### config.mk
export PLATFORM = sky130hd
export DESIGN_NAME = register_file
export DESIGN_NICKNAME = d
export VERILOG_FILES = /design/src/rtl/mips_pkg.sv /design/src/rtl/rf_read_mux.sv /design/src/rtl/register_file.sv
export SDC_FILE = /design/constraint.sdc
export NUM_CORES = 2
export LEC_CHECK = 0
export CAP_MARGIN = 20
export CORE_UTILIZATION = 40
export DETAILED_ROUTE_END_ITERATION = 12
export PLACE_DENSITY = 0.67
export SLEW_MARGIN = 20
export SYNTH_ARGS = -nofsm -noshare
export SYNTH_HDL_FRONTEND = slang
export SYNTH_SLANG_ARGS = --single-unit
### constraint.sdc
create_clock -name i_clock -period 2.55 [get_ports i_clock]
set_clock_uncertainty 0.15 [all_clocks]
set_input_delay 0.255 -clock i_clock [delete_from_list [all_inputs] [get_ports i_clock]]
set_output_delay 0.255 -clock i_clock [all_outputs]
set_load 0.005 [all_outputs]
### src/rtl/mips_pkg.sv
// Shared MIPS datapath constants and the write-back bundle that feeds the register file.
package mips_pkg;

   localparam int unsigned NB_REG      = 32;
   localparam int unsigned NB_REG_ADDR = 5;
   localparam int unsigned REG_ZERO    = 0;

   typedef struct packed {
      logic [NB_REG_ADDR-1:0] reg_dest;
      logic                   reg_we;
      logic [NB_REG-1:0]      data;
   } wb_bundle_t;

endpackage

### src/rtl/rf_read_mux.sv
// One register-file read port: register 0 reads as zero, an in-flight commit to the
// same address is forwarded, otherwise the stored word is returned.
module rf_read_mux
   import mips_pkg::*;
#(
   parameter int unsigned NB_REG      = mips_pkg::NB_REG,
   parameter int unsigned NB_REG_ADDR = mips_pkg::NB_REG_ADDR
) (
   input  logic [NB_REG_ADDR-1:0]                  addr,
   input  logic [2**NB_REG_ADDR-1:0][NB_REG-1:0]   regs,
   input  logic                                    commit,
   input  logic [NB_REG_ADDR-1:0]                  wr_dest,
   input  logic [NB_REG-1:0]                       wr_data,
   output logic [NB_REG-1:0]                       data
);

   always_comb begin
      data = regs[addr];
      if (commit && (addr == wr_dest))
         data = wr_data;
      if (addr == NB_REG_ADDR'(REG_ZERO))
         data = '0;
   end

endmodule

### src/rtl/register_file.sv
// MIPS general-purpose register bank: two combinational operand ports with write-through
// bypass, one registered debug read port, and a committed-write counter.
module register_file
   import mips_pkg::*;
#(
   parameter int unsigned NB_REG      = mips_pkg::NB_REG,
   parameter int unsigned NB_REG_ADDR = mips_pkg::NB_REG_ADDR,
   parameter int unsigned NB_WR_CNT   = 16
) (
   input  logic                   i_clock,
   input  logic                   i_reset,
   input  logic [NB_REG-1:0]      i_wb_data,
   input  logic [NB_REG_ADDR-1:0] i_wb_reg_dest,
   input  logic                   i_wb_reg_we,
   input  logic                   i_halt,
   input  logic [NB_REG_ADDR-1:0] i_rs_addr,
   input  logic [NB_REG_ADDR-1:0] i_rt_addr,
   output logic [NB_REG-1:0]      o_rs_data,
   output logic [NB_REG-1:0]      o_rt_data,
   input  logic                   i_dbg_req,
   input  logic [NB_REG_ADDR-1:0] i_dbg_addr,
   output logic [NB_REG-1:0]      o_dbg_data,
   output logic                   o_dbg_valid,
   output logic [NB_WR_CNT-1:0]   o_wr_count
);

   localparam int unsigned N_REGS = 2**NB_REG_ADDR;

   logic [N_REGS-1:0][NB_REG-1:0] regs;
   logic                          commit;
   logic [NB_REG-1:0]             dbg_rd;

   assign commit = i_wb_reg_we && !i_halt && (i_wb_reg_dest != NB_REG_ADDR'(REG_ZERO));

   rf_read_mux #(.NB_REG(NB_REG), .NB_REG_ADDR(NB_REG_ADDR)) u_rs_mux (
      .addr    (i_rs_addr),
      .regs    (regs),
      .commit  (commit),
      .wr_dest (i_wb_reg_dest),
      .wr_data (i_wb_data),
      .data    (o_rs_data)
   );

   rf_read_mux #(.NB_REG(NB_REG), .NB_REG_ADDR(NB_REG_ADDR)) u_rt_mux (
      .addr    (i_rt_addr),
      .regs    (regs),
      .commit  (commit),
      .wr_dest (i_wb_reg_dest),
      .wr_data (i_wb_data),
      .data    (o_rt_data)
   );

   rf_read_mux #(.NB_REG(NB_REG), .NB_REG_ADDR(NB_REG_ADDR)) u_dbg_mux (
      .addr    (i_dbg_addr),
      .regs    (regs),
      .commit  (commit),
      .wr_dest (i_wb_reg_dest),
      .wr_data (i_wb_data),
      .data    (dbg_rd)
   );

   always_ff @(posedge i_clock) begin
      if (!i_reset) begin
         regs        <= '0;
         o_dbg_data  <= '0;
         o_dbg_valid <= 1'b0;
         o_wr_count  <= '0;
      end else begin
         if (commit) begin
            regs[i_wb_reg_dest] <= i_wb_data;
            o_wr_count          <= o_wr_count + NB_WR_CNT'(1);
         end
         o_dbg_valid <= i_dbg_req;
         if (i_dbg_req)
            o_dbg_data <= dbg_rd;
      end
   end

endmodule

; ---- Word-level counts from Yosys, hierarchy flattened
; Cells that the tools add are included.
[op_classes]
n_addsub = 1
n_mul = 0
n_div = 0
magnitude_cmp = 5
n_eq_ne = 3
shifts = 0
n_mux = 15
n_bitwise = 0
n_reduce_logical = 11
[ops]
columns = op, n
row1 = bitwise mux 1024 bit, 1
row2 = binary-select mux 32 bit (select 5 bit), 3
row3 = 2-to-1 mux 32 bit, 10
row4 = demux 32 bit (select 5 bit), 1
row5 = less-than comparator 5 x 6 -> 1 bit (second input constant), 4
row6 = adder 16 x 1 -> 16 bit (second input constant), 1
row7 = equality test 5 bit, 3
row8 = zero test 5 bit, 3
row9 = logical AND 1 bit, 6
row10 = >= comparator 5 x 1 -> 1 bit (second input constant), 1
row11 = nonzero test 5 bit, 1
row12 = zero test 1 bit, 1
[totals]
regBits = 1073
latch_bits = 0
ramBits = 0
romBits = 0
input_bits = 57
output_inout_bits = 113
wordCells = 70
mem_count = 0

; ---- Depth between registers and ports, before layout
[logic_depth]
depth_word = 6
ltp_mapped = 11

; ---- Cells and area by module
; From an unflattened synthesis, not the netlist that was laid out.
[unflattened]
cells_unflattened = 7278
area_unflattened_um2 = 65222.6
[modules_own_cells]
columns = module, instances, cells_each, area_per_inst_um2
row1 = register_file, 1, 4722, 37952.6
row2 = rf_read_mux, 3, 852, 9090.0

; ---- Worst setup path before layout
; Ideal clock, no wire load.
[synth_path]
path_type = in2out
from = input i_rt_addr[0]
to = output o_rt_data[12]
arrival_time_ns = 2.097
setup_slack_ns = 0.048
cell_stages = 10
path_buffers = 5
path_cell_list = buf_4 -> buf_6 -> buf_12 -> buf_6 -> buf_2 -> mux4_2 -> mux2i_1 -> nand2_1 -> a31oi_1 -> o21ai_0
[synth_via]
elab_chain_len = 4
word_cells_on_any_way = 7
cone_classes = eq/ne (1) / mux (4) / reduce/logical (2)
[synth_lines]
columns = item, line_no
row1 = start: declaration, register_file.sv:17  ; input logic [NB_REG_ADDR-1:0] i_rt_addr,
row2 = binary-select mux 32 bit (select 5 bit) / equality test 5 bit (equally long branches), "rf_read_mux.sv:18, rf_read_mux.sv:19"
row3 = 2-to-1 mux 32 bit (not written as such) / logical AND 1 bit (equally long branches), "rf_read_mux.sv:18, rf_read_mux.sv:19"
row4 = 2-to-1 mux 32 bit, rf_read_mux.sv:19  ; if (commit && (addr == wr_dest))
row5 = 2-to-1 mux 32 bit (*), rf_read_mux.sv:21  ; if (addr == NB_REG_ADDR'(REG_ZERO))
row6 = end: declaration, register_file.sv:19  ; output logic [NB_REG-1:0] o_rt_data,
; Mark *: on every way between the ends. The rest lies on a longest branch, timed or not. The select of a mux whose other input is x is not followed.

; ---- Final worst setup path
[layout_path]
from = register regs[239] (netlist name)
to = output o_rs_data[15]
[layout_via]
elab_chain_len = 4
[layout_lines]
columns = item, line_no
row1 = start: declaration, register_file.sv:29  ; logic [N_REGS-1:0][NB_REG-1:0] regs;
row2 = start signal: indexed assignment, register_file.sv:70  ; regs[i_wb_reg_dest] <= i_wb_data;
row3 = binary-select mux 32 bit (select 5 bit), rf_read_mux.sv:18  ; data = regs[addr];
row4 = 2-to-1 mux 32 bit (not written as such), rf_read_mux.sv:18
row5 = 2-to-1 mux 32 bit, rf_read_mux.sv:19
row6 = 2-to-1 mux 32 bit, rf_read_mux.sv:21
row7 = end: declaration, register_file.sv:18  ; output logic [NB_REG-1:0] o_rs_data,
; Every way passes these cells. The select of a mux whose other input is x is not followed.

==> impl_metrics.toml <==
[sta]
worst_pin_slew_ns = 1.389
slew_violations = 0
hold_viol_final = 0
setup_viol = 64
tns_ns = -33.40
max_freq_mhz = 304.0
rsz0062_at_grt = "yes"
layout_min_cycle_time_ns = 3.290
fin_crit_sh = 1.290
fin_ws_ns = -0.7395
slew_headroom = 0.07367
whs_ns = 0.04112

[worst_setup_path]
timing.critical_path.buf_inv = 3
critical_path_class = "reg2out"
arrival_ns = 2.88
crit_fanout = 2
timing.rr.end = "o_dbg_data[30]"
cpPeakStageDelay_ns = 0.47
cp-start-kind = "flip-flop"
cp.depth = 8
cp-end-kind = "output port"
crit_path_end = "o_rs_data[15]"
startpoint = "regs[239]"
worst_path_dominant_cell_family = "multiplexers"
ff2ff_setup_slack_ns = 0.35
cp.required_ns = 2.14
slowest_stage = "mux4_2"
crit_chain = "buf_6 -> mux4_2 -> mux4_2 -> and3_4 -> a31oi_4 -> buf_6 -> o21ai_2 -> buf_2"
r2r_cells = 7
r2r_start = "regs[126]"

[grt]
first_global_vias = 61810
use_met2 = 0.5188
grt_pass1_wl_mm = 441.1
antenna_found_initial = 15
met1_usage = 0.4580
track_usage = 0.3726
grt_max_degree = 258
use_met3 = 0.1497
grt_overflow_total = 0
grt.busiest_layer = "met2"

[yosys]
yosysWarnings = 0
ys_async_sr_fraction = 0
synth_top_area_frac = 0.3288
synthFlopType = "dfxtp_1"
netlist_top_cells_count = "nand2_1, dfxtp_1, a21boi_0"
synthTopCellsByArea = "dfxtp_1, mux4_2, nand2_1, a21boi_0, clkbuf_1"
synth_fp_nets = 6782
post-synth-top-area-cell = "dfxtp_1"
synth-edff-count = 0
syn_area_sq_mm = 0.06534
syn_inst = 6724
yosys_register_bits = 1073
yosys.cell_count.top_type = "nand2_1"
postSynthAreaPerCell_sq_um = 9.717
ys_seq_area_frac = 0.3288
synth.distinct_cells = 66

[clock_network]
cts-root-buf = "clkbuf_16"
cts.clk_slew.worst_paths_ns = 0.07
numCtsBuffers = 117
cts_tree = "built"
clock_sinks = 1073
h-tree-depth = 3
clk_latency_ns = 0.82
clockBufferDepth = 3

[power_and_ir_drop]
p_leak_nw = 29.77
p_per_area_mw_per_mm2 = 478.5
ir_drop_mv = 0.6192

[cells_and_area]
syn_to_final_growth_pct = 29.97
stdcell_count = 9725
fin_nets = 7510
multi_input_area_sq_mm = 0.04278
drive_gt1_frac = 0.3758
fill_cells = 13850
register_area_sq_mm = 0.02178

[worst_hold_path]
hold_path_class = "in2reg"

[place]
numPortBuffers = 169
dp_hpwl_mm = 206.0
dp_slack_ns = -1.713
numPlacedInstances = 9470
gp_congestion = 1.003

[drt]
wl_mm = 313.7
vias = 64350
detail_route.first_pass.iterations = 7
drc = 0
post_drt_wl_per_cell_um = 32.25
drtIter0Drc = 10280
drtAntennaViolNets = 0
viasPerCell = 6.617

[die]
num_rows = 147
die_area_sq_mm = 0.1650
io-pin-count = 170
start_util = 0.4051
core_sq_mm = 0.1613
die_h_um = 406.2
die_w_um = 406.2

[outcome]
outcome = "finished, violations left"
violations = "negative setup slack"

[flow_run]
maxCapViolCount = 0
==> flip-flops by register name, indices dropped and copies added, names as in the netlist <==
name and flops:
o_dbg_data 32, o_dbg_valid 1, o_wr_count 16, regs 1024
==> logic make-up after synthesis <==
| logic type | Yosys count | share of synthesized area |
|---|---|---|
| xor+xnor | 26 | 0.003485 |
| buf+inv | 748 | 0.05035 |
| simple gates | 2550 | 0.1576 |
| flops | 1073 | 0.3288 |
| compound gates | 1303 | 0.1481 |
| fa+ha+maj | 1 | 0.0001915 |
| mux | 1023 | 0.3115 |
==> metal layers <==
layer	share of wire	vias up
met5	0.00033	-
li1	-	25630
met4	0.091	16
met1	0.34	31270
met2	0.41	5822
met3	0.16	1608
==> worst register-to-register path, delay by kind of cell (launching register included) <==
family | cells | cell delay (ns)
compound gates | 2 | 0.64
mux | 1 | 0.47
flops | 1 | 0.31
buf+inv | 2 | 0.28
simple gates | 2 | 0.28
==> how the worst min path moves through the flow <==
stage / cells after the start / from / end
2_1_floorplan: 1 / i_dbg_req / o_dbg_valid
3_3_place_gp: 2 / regs[655] / regs[655]
3_5_place_dp: 2 / regs[687] / regs[687]
4_1_cts: 5 / i_dbg_addr[1] / o_dbg_data[0]
5_1_grt: 5 / i_dbg_addr[1] / o_dbg_data[0]
6_report: 5 / i_dbg_addr[1] / o_dbg_data[0]
==> layout by cell type, fill, tap and decap left out, drive strengths merged, types with 54 or more instances in the layout <==
| master | count |
|---|---|
| and2 | 54 |
| buf | 1254 |
| clkdlybuf4s50 | 85 |
| mux2i | 206 |
| nand3 | 66 |
| nand2b | 80 |
| nand2 | 2184 |
| clkbuf | 161 |
| o21ai | 64 |
| a21boi | 997 |
| dfxtp | 1073 |
| mux4 | 807 |
==> area by class of cell <==
type                       count  share of cell area
multi-input combinational   4903              0.5038
sequential                  1073              0.2565
timing repair buffer        1346              0.1584
clock buffer                 156             0.03905
tap                         2160             0.03183
clock inverter                60            0.009400
inverter                      11           0.0005157
antenna                       16           0.0004715
==> through the flow <==
step | cell area [sq um] | total power [mW] | util
floorplan | 65340 | 19.70 | -
global placement | 78370 | 21.96 | 0.4858
detailed placement | 78370 | 21.98 | 0.4858
CTS | 84040 | 40.24 | 0.5210
global route | 84880 | 41.29 | 0.5262
finish | 84920 | 40.63 | 0.5264
==> power by group <==
group | internal, mW | switching [mW] | total [mW]
combinational | 2.06 | 3.09 | 5.15
clock | 10.6 | 8.01 | 18.6
sequential | 16.8 | 0.0641 | 16.9
total | 29.5 | 11.2 | 40.6
==> repair_timing <==
action                     CTS  global route
hold buffers                 1             0
gates cloned                 0             1
hold endpoints to repair    70             0
setup endpoints to repair   64            64
pin swaps                  124            82
buffers inserted            46            17
resized for setup          719           234
Note: power is estimated with default switching activity, not from simulation.
